===== config.mk =====
export PLATFORM = sky130hd
export DESIGN_NAME = mux_nx1_pipe
export DESIGN_NICKNAME = d
export VERILOG_FILES = /design/src/rtl/mux_nx1_pipe.sv
export SDC_FILE = /design/constraint.sdc
export NUM_CORES = 1
export LEC_CHECK = 0
export ABC_CLOCK_PERIOD_IN_PS = 2000
export CORE_MARGIN = 4
export CORE_UTILIZATION = 43
export DETAILED_ROUTE_END_ITERATION = 8
export GPL_ROUTABILITY_DRIVEN = 0
export GPL_TIMING_DRIVEN = 1
export PLACE_DENSITY_LB_ADDON = 0.1
export SLEW_MARGIN = 20
export SYNTH_ARGS = -nofsm -noshare
export SYNTH_HDL_FRONTEND = slang
export SYNTH_SLANG_ARGS = --single-unit

===== constraint.sdc =====
create_clock -name clk -period 2 [get_ports clk]
set_input_delay 0.2 -clock clk [delete_from_list [all_inputs] [get_ports clk]]
set_output_delay 0.2 -clock clk [all_outputs]
set_load 0.02 [all_outputs]

===== src/rtl/mux_nx1_pipe.sv =====
// Parametrised N:1 channel multiplexer with a single registered output stage
// and valid/ready handshakes on both sides. Channels are chosen manually via
// sel, or by an internal round-robin pointer in auto-scan mode. Out-of-range
// selects yield zero data, flag the beat and bump a saturating error count.
module mux_nx1_pipe #(
    parameter int unsigned N    = 4,
    parameter int unsigned W    = 1,
    parameter int unsigned SELW = 3
) (
    input  logic              clk,
    input  logic              rst,
    input  logic [N*W-1:0]    in_data,
    input  logic [SELW-1:0]   sel,
    input  logic              mode,
    input  logic              in_valid,
    output logic              in_ready,
    output logic [W-1:0]      out_data,
    output logic [SELW-1:0]   out_chan,
    output logic              sel_err,
    output logic              out_valid,
    input  logic              out_ready,
    output logic [7:0]        err_cnt
);

    localparam int unsigned    CNT_W   = 8;
    localparam logic [CNT_W-1:0] CNT_MAX = '1;
    localparam logic [SELW-1:0]  LAST_CH = SELW'(N - 1);

    // Parameter sanity checks at elaboration time
    if (N < 2) begin : g_bad_n
        $error("mux_nx1_pipe: N must be at least 2");
    end
    if (W < 1) begin : g_bad_w
        $error("mux_nx1_pipe: W must be at least 1");
    end
    if ((64'(1) << SELW) < 64'(N)) begin : g_bad_selw
        $error("mux_nx1_pipe: SELW too narrow to address N channels");
    end

    typedef enum logic {
        ST_EMPTY = 1'b0,
        ST_FULL  = 1'b1
    } state_t;

    state_t            state;
    state_t            state_next;
    logic              accept;
    logic              in_range;
    logic [SELW-1:0]   sel_eff;
    logic [SELW-1:0]   scan_ptr;
    logic [W-1:0]      picked;

    // Handshake: a free or draining output slot accepts a new beat
    assign out_valid = (state == ST_FULL);
    assign in_ready  = (state == ST_EMPTY) || out_ready;
    assign accept    = in_valid && in_ready;
    assign sel_eff   = mode ? scan_ptr : sel;
    assign in_range  = 32'(sel_eff) < N;

    // Channel selection; out-of-range indices fall through to zero
    always_comb begin
        picked = '0;
        for (int unsigned k = 0; k < N; k++) begin
            if (sel_eff == SELW'(k)) begin
                picked = in_data[k*W +: W];
            end
        end
    end

    // Output-slot state register
    always_ff @(posedge clk) begin
        if (rst) begin
            state <= ST_EMPTY;
        end else begin
            state <= state_next;
        end
    end

    // Output-slot next state: fill on accept, empty on drain without refill
    always_comb begin
        state_next = state;
        case (state)
            ST_EMPTY: begin
                if (accept) begin
                    state_next = ST_FULL;
                end
            end
            ST_FULL: begin
                if (!accept && out_ready) begin
                    state_next = ST_EMPTY;
                end
            end
            default: state_next = ST_EMPTY;
        endcase
    end

    // Output payload registers load only on accept and hold otherwise
    always_ff @(posedge clk) begin
        if (rst) begin
            out_data <= '0;
            out_chan <= '0;
            sel_err  <= 1'b0;
        end else if (accept) begin
            out_data <= in_range ? picked : '0;
            out_chan <= sel_eff;
            sel_err  <= !in_range;
        end
    end

    // Round-robin pointer advances per auto-scan beat, wrapping at the last channel
    always_ff @(posedge clk) begin
        if (rst) begin
            scan_ptr <= '0;
        end else if (accept && mode) begin
            scan_ptr <= (scan_ptr == LAST_CH) ? '0 : scan_ptr + SELW'(1);
        end
    end

    // Saturating count of out-of-range beats
    always_ff @(posedge clk) begin
        if (rst) begin
            err_cnt <= '0;
        end else if (accept && !in_range && (err_cnt != CNT_MAX)) begin
            err_cnt <= err_cnt + CNT_W'(1);
        end
    end

endmodule

---- After elaboration in Yosys (flattened, before gate mapping) ----
Cells that the tools add are included.
storage, ports and cells
  register bits after elaboration ......... 17
  input port bits ......................... 12
  word-level logic and storage cells ...... 34
cells by class
  add/sub/neg operators ................... 2
  $lt $le $gt $ge ......................... 1
  equality and inequality tests ........... 5
  muxes and demuxes ....................... 10
  bitwise gates (word level) .............. 1
  reductions and logical operators ........ 9
operators by type and width
  cell                                                                   count
  3-bit by 2-bit equality test with 1-bit output, second input constant  3
  8-bit by 1-bit adder with 8-bit output, second input constant          1
  8-bit != test, second input constant                                   1
  1-bit 2-to-1 mux                                                       7
  3-bit 2-to-1 mux                                                       2
  1-bit logical AND                                                      5
  3-bit by 1-bit adder with 3-bit output, second input constant          1
  3-bit by 1-bit equality test with 1-bit output, second input constant  1
  3-bit logical NOT                                                      1
  3-bit less-than comparator, second input constant                      1
  1-bit logical NOT                                                      2
  1-bit one-hot mux with 2 select lines                                  1
  1-bit logical OR                                                       1
  1-bit NOT                                                              1

---- Logic depth before layout (Yosys ltp) ----
Gate-level depths: netlist of run 1.
  depth after elaboration ................. 7
  depth in mapped cells ................... 6
  depth with buffers taken out ............ 5

---- Worst setup path before layout of run 1 ----
OpenSTA, ideal clock, no wires.
  kind .................................... register to register
  start ................................... register err_cnt[0]
  end ..................................... register err_cnt[5]
  library setup time ...................... 70 ps
  arrival time ............................ 1523 ps
  data required time ...................... 1930 ps
  slack ................................... 407 ps
  cell stages (with the launch flop) ...... 7
  buffers on the path ..................... 1
  clock period less this slack ............ 1593 ps
  cell sequence ........................... dfxtp_1 > ha_1 > nand3_1 > o2111ai_4 > buf_6 > or3_1 > a21oi_1
on the way
  word-level cells in the longest chain between the ends .. 2
ends and longest elaborated chain
  element                                                                                         line  source
  start, declared                                                                                 22    output logic [7:0] err_cnt
  start signal, assigned                                                                          124   err_cnt <= err_cnt + CNT_W'(1);
  parallel branches: the longest is 2 deep, another holds 8-bit by 1-bit adder with 8-bit output  n/a
Several ways; the timed one is not identified.
A chain may end at the register's enable or synchronous reset.

---- Worst setup path after layout of run 1 ----
  start ................................... input mode
  end ..................................... register out_data
on the way
  word-level cells in the longest chain between the ends .. 7
ends and longest elaborated chain
  element                         line  source
  start, declared                 14    input logic mode,
  3-bit 2-to-1 mux *              57    assign sel_eff = mode ? scan_ptr : sel;
  3-bit logical NOT               64    if (sel_eff == SELW'(k)) begin
  1-bit 2-to-1 mux (4 in series)  64
  1-bit 2-to-1 mux *              104   out_data <= in_range ? picked : '0;
  end signal, assigned            104
  end, declared                   17    output logic [W-1:0] out_data,
Every way passes the cells marked *; elsewhere a longest branch is shown, timed or not.

==> results of run 1 <==
layout by cell type (no fill, tap or decap):
cell | Yosys | routed
sky130_fd_sc_hd__nand2_1 | 5 | 5
sky130_fd_sc_hd__clkbuf_8 | 0 | 1
sky130_fd_sc_hd__o2111ai_4 | 1 | 1
sky130_fd_sc_hd__a311oi_1 | 1 | 1
sky130_fd_sc_hd__inv_1 | 4 | 4
sky130_fd_sc_hd__buf_4 | 1 | 3
sky130_fd_sc_hd__dfxtp_1 | 16 | 16
sky130_fd_sc_hd__nand3_1 | 5 | 5
sky130_fd_sc_hd__clkbuf_4 | 0 | 3
sky130_fd_sc_hd__a211oi_1 | 2 | 2
sky130_fd_sc_hd__mux2i_1 | 5 | 5
sky130_fd_sc_hd__mux2_2 | 1 | 1
sky130_fd_sc_hd__and4_1 | 1 | 1
sky130_fd_sc_hd__o41ai_1 | 1 | 1
sky130_fd_sc_hd__o31ai_1 | 2 | 2
sky130_fd_sc_hd__ha_1 | 2 | 2
sky130_fd_sc_hd__clkdlybuf4s50_1 | 0 | 26
sky130_fd_sc_hd__a211o_1 | 2 | 2
sky130_fd_sc_hd__o21ai_0 | 4 | 4
sky130_fd_sc_hd__nand4_1 | 1 | 1
sky130_fd_sc_hd__nor3_1 | 1 | 1
sky130_fd_sc_hd__or4_1 | 2 | 2
sky130_fd_sc_hd__xor2_1 | 1 | 1
sky130_fd_sc_hd__mux2_4 | 1 | 1
sky130_fd_sc_hd__nand2b_2 | 1 | 1
sky130_fd_sc_hd__and2_0 | 1 | 1
sky130_fd_sc_hd__or3_1 | 4 | 4
sky130_fd_sc_hd__nand3b_1 | 1 | 1
sky130_fd_sc_hd__nor2_1 | 6 | 6
sky130_fd_sc_hd__a21oi_1 | 9 | 9
cell families (layout without fill, tap and decap cells):
| group | count (synthesis) | after routing |
|---|---|---|
| simple gates | 28 | 28 |
| fa+ha+maj | 2 | 2 |
| mux | 7 | 7 |
| buf+inv | 9 | 37 |
| compound gates | 22 | 22 |
| flops | 16 | 16 |
| xor+xnor | 1 | 1 |
area by class of cell:
| cell class | count | area [µm²] |
|---|---|---|
| clock buffer | 4 | 36.28 |
| fill | 162 | 625.6 |
| inverter | 4 | 15.01 |
| multi-input combinational | 60 | 415.4 |
| sequential | 16 | 320.3 |
| tap | 25 | 31.28 |
| timing repair buffer | 29 | 282.8 |
path summary, 6_finish.rpt:
check / slack, ns / to / startpoint / depth (start not counted)
setup / recovery: 0.30 / out_data$_SDFFE_PP0N_ / mode / 5
hold / removal: 0.49 / scan_ptr[1]$_SDFFE_PP0P_ / scan_ptr[1]$_SDFFE_PP0P_ / 2
setup reg to reg: 0.33 / err_cnt[7]$_SDFFE_PP0P_ / err_cnt[0]$_SDFFE_PP0P_ / 5
hold reg to reg: 0.49 / scan_ptr[1]$_SDFFE_PP0P_ / scan_ptr[1]$_SDFFE_PP0P_ / 2
power groups by stage:
stage               sequential, mW  combinational [mW]  clock (mW)
floorplan                    0.355              0.0494           0
global placement             0.345               0.112           0
detailed placement           0.345               0.114           0
CTS                          0.338               0.115       0.228
global route                 0.340               0.123       0.245
finish                       0.338               0.114       0.223
cell usage after synthesis (all sizes together):
library cell   n  share of area, %
a211o          2               2.2
a211oi         2               1.9
a21oi          9               5.8
a311oi         1               1.1
and2           1              0.80
and4           1               1.1
buf            2               2.4
clkbuf         3               1.4
dfxtp         16                41
ha             2               3.2
inv            4               1.9
mux2           2               3.4
mux2i          5               6.4
nand2          5               2.4
nand2b         1               1.1
nand3          5               3.2
nand3b         1              0.96
nand4          1              0.80
nor2           6               2.9
nor3           1              0.64
o2111ai        1               3.4
o21ai          4               2.6
o31ai          2               1.9
o41ai          1               1.1
or3            4               3.2
or4            2               1.9
xor2           1               1.1
registers in the layout, summed over array words and instances (netlist names):
name,flops
err_cnt,8
out_chan,3
scan_ptr,3
out_data,1
out_valid,1
metrics by stage:
step | util (%) | cell area, µm² | setup WS (ns) | total power [mW] | cells
finish | 63.77 | 1101 | 0.3017 | 0.6747 | 138
global route | 63.77 | 1101 | 0.1490 | 0.7075 | 138
CTS | 63.77 | 1101 | 0.2786 | 0.6806 | 138
detailed placement | 61.67 | 1065 | -0.02571 | 0.4584 | 134
global placement | 61.67 | 1065 | 0.06570 | 0.4569 | 134
floorplan | - | 780.7 | 0.4070 | 0.4043 | 85
critical path, delay by kind of cell:
family                 cells  cell delay [ns]
muxes                      3             0.78
buffers and inverters      1             0.61
AOI/OAI and AO/OA          1             0.30
metal layers:
layer	part of all wire [%]	GRT usage, %	vias to the layer above
met5	0	0	-
met3	6.2	5.045	2
li1	-	-	368
met1	47	20.72	347
met2	46	21.96	21
met4	0.67	5.381	0
==> run summary, run 1 <==
Summed over all failing endpoints, the final setup total negative slack is 0 ns. The post-detailed-routing wire length came out at 1787 µm. The tree is rooted in a sky130_fd_sc_hd__clkbuf_4. The final worst-path cycle share is 84.92%.

The number of nets in the synthesized netlist is 99. The via count of the first global-routing pass came out at 649. The run finished with clean final reports. The die covers 2561 µm². The TritonCTS clock tree is done. The arrival time of data at the critical path endpoint came out at 1.90 ns. Internal power comes to 0.5017 mW. In the synthesized netlist, the number of instances is 85. The final hold violation count came out at 0. The clock transition at the registers of the reported paths is 0.11 ns. The tree built by TritonCTS fans out to 16 sinks. The xor/xnor cell area share of the yosys netlist came out at 1.122%. The remaining design rule violation count is 0. Row generation in the floorplan step produced 15 rows.

The global-route wire length before repair came out at 2980 µm. In this design, the critical path's most frequently occurring cell is sky130_fd_sc_hd__mux2i_1. Of all nets on the critical path, the largest fanout is 5. The total power density per cell area is 612.8 nW/µm². The delay of the slowest cell on the worst path came out at 0.61 ns. The antenna cell count came out at 0. The adder and majority cell fraction of the synthesized area came out at 3.205%. The initial antenna violation count came out at 0. The detail-routed via count per cell came out at 5.348. The worst setup path is captured at a flop. The final number of max-transition violations is 0. The residual antenna-violating net count after detailed routing came out at 0. The combined area of all synthesized cells came out at 780.7 µm². The worst hold slack after final layout is 0.4865 ns. From synthesis to final layout, the design area changed by 41.03%. The global router's overall resource usage is 15.15%. The number of gates resized after CTS was 0.

Input and output buffers added on the ports amount to 26. The number of buffers inserted for hold repair after clock tree synthesis came out at 0. The first detailed-routing pass ran for 4 iterations. The final-stage net count is 128. The critical path class is in -> reg.

Timing would allow up to 588.8 MHz. Summing over every cut layer, the via total after detailed routing is 738. The synthesized-area fraction occupied by ao, oa, aoi and oai cells is 20.03%. The maximum number of pins on one net before global-route repair came out at 13. At the pin with the least slew margin, the transition time is 0.3421 ns. The number of clock buffers inserted by TritonCTS came out at 3.

The basic-gate share of the synthesized area counting and, or, nand and nor cells came out at 19.07%. The average wire length per cell after detail routing is 12.95 µm. The maximum clock path buffer count is 2. The HPWL after detailed placement is 1304 µm. The synthesized netlist contains 29 unique library cells. The total of warnings raised by yosys is 0. The worst-skew pair later-pin latency is 0.29 ns. The die extent in x came out at 50.61 µm.

The fraction of layout instances using a drive strength above 1 came out at 9.735%. The worst hold path belongs to the class reg -> reg. The leakage power is 0.4009 nW. The final count of negative-setup-slack endpoints came out at 0. Registers are responsible for 50.0% of the overall power.

For this block, the initial DRC count from the detailed router was 24. Headroom to the max-slew limit came out at 76.54%. In this run switching power makes up 25.64% of total power. The critical path goes through clkdlybuf4s50_1, mux2i_1, mux2i_1, mux2_2, o41ai_1. Between clock sinks in the finished design, the worst skew comes to 0.009411 ns.

The area of the core region is 1727 µm². STA puts the critical path data required time at 2.20 ns. The worst ir drop on vdd is 0.3000 mV. The proportion of synthesized chip area in sequential cells is 41.03%. The mux share of post-synthesis cell area came out at 9.776%.

By area, the combinational part of the netlist is dominated by compound AO/OA/AOI/OAI gates. The cell with the largest stage delay on the worst path is sky130_fd_sc_hd__clkdlybuf4s50_1. The portion of total power attributed to the clock network came out at 33.1%. The starting density of the core is 45.22%. After synthesis, the mean cell area works out to 9.185 µm². The net switching power is 0.1730 mW. In this run the post-CTS setup repair buffer count came out at 0. The synthesized design contains 16 register bits. STA classifies the critical path startpoint as an input port. In this run the number of H-tree levels came out at 1.

Setup repair after global routing left no endpoint under its margin. The overall overflow remaining after global route is 0. The height of the die came out at 50.61 µm. The part of the total power dissipated in combinational logic came out at 16.9%. The time the worst path needs with I/O delays and setup is 1.698 ns. 27 I/O pins were placed. The number of maximum-capacitance violations is 0.
(Power assumes the default switching activity.)
==> run 2, diff against run 1 <==
Settings changed: ABC_CLOCK_PERIOD_IN_PS 2000 to 1550, CORE_UTILIZATION 43 to 39.
Clock period 2 ns to 1.55 ns, I/O delays scaled along.
==> run summary, run 2 (same netlist as run 1, synthesis figures left out) <==
The antenna cell count came out at 0 (unchanged). The number of rows in the core area was 15 (unchanged). The die extent in x came out at 52.74 µm (was 50.61 µm).

The number of clock buffers inserted by TritonCTS is 3 (unchanged). The remaining design rule violation count is 0 (unchanged). The height of the die was 52.74 µm (was 50.61 µm). The final sum of negative setup slack came out at 0 ns (unchanged). The number of fillers in the final layout is 158 (was 162). The starting density of the core came to 43.33% (was 45.22%). The commonest non-fill, non-tap cell in the layout is sky130_fd_sc_hd__clkdlybuf4s50_1 (unchanged). The initial antenna violation count came out at 0 (unchanged). The kind of end point of the critical path is an output pin (was flop). The number of maximum-capacitance violations is 0 (unchanged).

The final worst-path cycle share is 97.74%. The number of flip-flops in the largest register came out at 8 (unchanged). The post-CTS repair timing setup buffer count is 0 (unchanged). The worst setup skew after layout is 0.007699 ns (was 0.009411 ns). The count of H-tree levels built during CTS came to 1 (unchanged).

The number of port buffers is 26 (unchanged). The routed design could run at a clock period as short as 1.515 ns. The slew at the pin with the worst max-slew slack is 0.3291 ns (was 0.3421 ns). The data required time of the critical path came out at 1.39 ns (was 2.20 ns). The number of iterations in the first detailed-routing pass came out at 6 (was 4). Unrepaired setup endpoints after global routing: true (was false). Run status: finished, final reports clean (unchanged).

The final-stage net count is 142 (was 128). The via count of the first global-routing pass is 720 (was 649). The average wire length per cell after detail routing is 13.97 µm (was 12.95 µm). The TritonCTS clock tree was done (unchanged). The critical path class is reg -> out (was in -> reg). The worst hold slack after final layout is 0.3706 ns (was 0.4865 ns). The detail-routed via count per cell came out at 5.252 (was 5.348). The leakage power came out at 0.5032 nW (was 0.4009 nW). The final instance area came out at 1229 µm² (was 1101 µm²). Commonest non-fill, non-tap cells in the layout: 22 x sky130_fd_sc_hd__clkdlybuf4s50_1, 15 x sky130_fd_sc_hd__buf_4, 13 x sky130_fd_sc_hd__dfxtp_1, 8 x sky130_fd_sc_hd__a21oi_1, 6 x sky130_fd_sc_hd__nor2_1 (was 26 x sky130_fd_sc_hd__clkdlybuf4s50_1, 16 x sky130_fd_sc_hd__dfxtp_1, 9 x sky130_fd_sc_hd__a21oi_1, 6 x sky130_fd_sc_hd__nor2_1). The global router's overall resource usage was 15.52% (was 15.15%). The floorplan die area is 2782 µm² (was 2561 µm²). Biggest regs: err_cnt: 8 flops, out_chan: 3 flops, scan_ptr: 3 flops (unchanged). The final number of max-transition violations came out at 0 (unchanged).

The overall overflow remaining after global route is 0 (unchanged). The HPWL after detailed placement is 1621 µm (was 1304 µm). The fraction of layout instances using a drive strength above 1 was 24.60% (was 9.735%). The register containing the most flip-flops in the final layout is err_cnt (unchanged). The area of the core region was 1802 µm² (was 1727 µm²). The worst-skew pair later-pin latency came out at 0.29 ns (about the same).

The number of I/O pins is 27 (unchanged). The area added between synthesis and finish came out at 57.37% (was 41.03%). The maximum clock path buffer count came out at 2 (unchanged). The number of sinks handled by clock tree synthesis is 16 (unchanged).

The maximum number of pins on one net before global-route repair is 11 (was 13). The total power density per cell area came out at 679.3 nW/µm² (was 612.8 nW/µm²). The worst ir drop on vdd is 0.6014 mV (was 0.3000 mV).

The least setup slack across all paths after layout came out at 0.03508 ns (was 0.3017 ns). The number of buffers inserted for hold repair after clock tree synthesis is 0 (unchanged). The post-detailed-routing wire length came to 2110 µm (was 1787 µm).

The placement-stage worst setup slack is -0.3416 ns (was -0.02571 ns). The root cell of the clock tree is sky130_fd_sc_hd__clkbuf_4 (unchanged). The area used by multi-input combinational logic came out at 445.4 µm² (was 415.4 µm²). The total via count in the routed design was 793 (was 738). The clock transition at the registers of the reported paths came out at 0.10 ns (was 0.11 ns). The final count of negative-setup-slack endpoints came out at 0 (unchanged). The residual antenna-violating net count after detailed routing came to 0 (unchanged). The startpoint kind of the worst setup timing path is a flop (was input port). The top fanout value on the critical path is 5 (unchanged). The arrival time of data at the critical path endpoint came to 1.36 ns (was 1.90 ns). The final hold violation count came to 0 (unchanged).

The first-iteration detailed-routing DRC count came out at 17 (was 24). Static timing analysis puts the maximum clock frequency at 660.1 MHz. The placement-stage cell area came out at 1167 µm² (was 1065 µm²). The path category of the worst min-delay check is in -> reg (was reg -> reg).

The sequential standard cell area was 324.1 µm² (was 320.3 µm²). The global-route wire length before repair is 3174 µm (was 2980 µm). The normalized max-slew margin is 77.99% (was 76.54%).
==> run 2: cell count changes in the layout (fill, tap and decap cells not counted), moves of 3 or more <==
| cell | previous run | this run |
|---|---|---|
| sky130_fd_sc_hd__buf_4 | 3 | 15 |
| sky130_fd_sc_hd__clkdlybuf4s50_1 | 26 | 22 |
| sky130_fd_sc_hd__dfxtp_1 | 16 | 13 |
| sky130_fd_sc_hd__dfxtp_2 | 0 | 3 |
| sky130_fd_sc_hd__dlymetal6s2s_1 | 0 | 3 |
==> run 2: through the flow <==
step / std cells / total power [mW] / utilization (%)
global placement: 147 / 0.6064 / 64.79
finish: 151 / 0.8347 / 68.19
CTS: 150 / 0.8317 / 65.97
global route: 151 / 0.8644 / 68.19
detailed placement: 147 / 0.6120 / 64.79
floorplan: 85 / 0.5223 / -
==> run 2: area by class of cell <==
class | count | area share (%)
multi-input cells | 61 | 36.25
well taps | 25 | 2.546
flip-flops and latches | 16 | 26.37
inverters | 4 | 1.222
repair buffers | 42 | 31.77
clock buffers | 3 | 1.833
==> run 2: worst paths after layout <==
check | from | to | slack, ns | depth (start not counted)
worst max-delay path | err_cnt[4]$_SDFFE_PP0P_ | err_cnt[4] | 0.04 | 2
worst min-delay path | mode | scan_ptr[2]$_SDFFE_PP0P_ | 0.37 | 2
worst max register to register | err_cnt[1]$_SDFFE_PP0P_ | err_cnt[7]$_SDFFE_PP0P_ | 0.06 | 5
worst min register to register | err_cnt[6]$_SDFFE_PP0P_ | err_cnt[6]$_SDFFE_PP0P_ | 0.49 | 2
==> run 2: power breakdown <==
| group | internal [mW] | switching, mW |
|---|---|---|
| combinational | 0.0921 | 0.0770 |
| sequential | 0.425 | 0.0105 |
| clock | 0.0905 | 0.139 |
==> run 2: layer usage <==
layer / track usage (%) / part of all wire (%)
met5: 0 / 0
met4: 6.383 / 0.71
met3: 3.419 / 5.6
met2: 23.76 / 46
met1: 20.75 / 48
==> run 2: worst max-delay path, stage by stage, from the launching register on <==
cell and delay (ns):
sky130_fd_sc_hd__dfxtp_1 0.34, sky130_fd_sc_hd__buf_4 0.13, sky130_fd_sc_hd__clkdlybuf4s50_1 0.60
==> run 2: what timing repair did <==
| item | in CTS | in global routing |
|---|---|---|
| endpoints found under the hold margin | 0 | 0 |
| gates resized for setup | 1 | 8 |
| pin swaps | 0 | 3 |
| endpoints found under the setup margin | 2 | 6 |
| cloned | 0 | 1 |
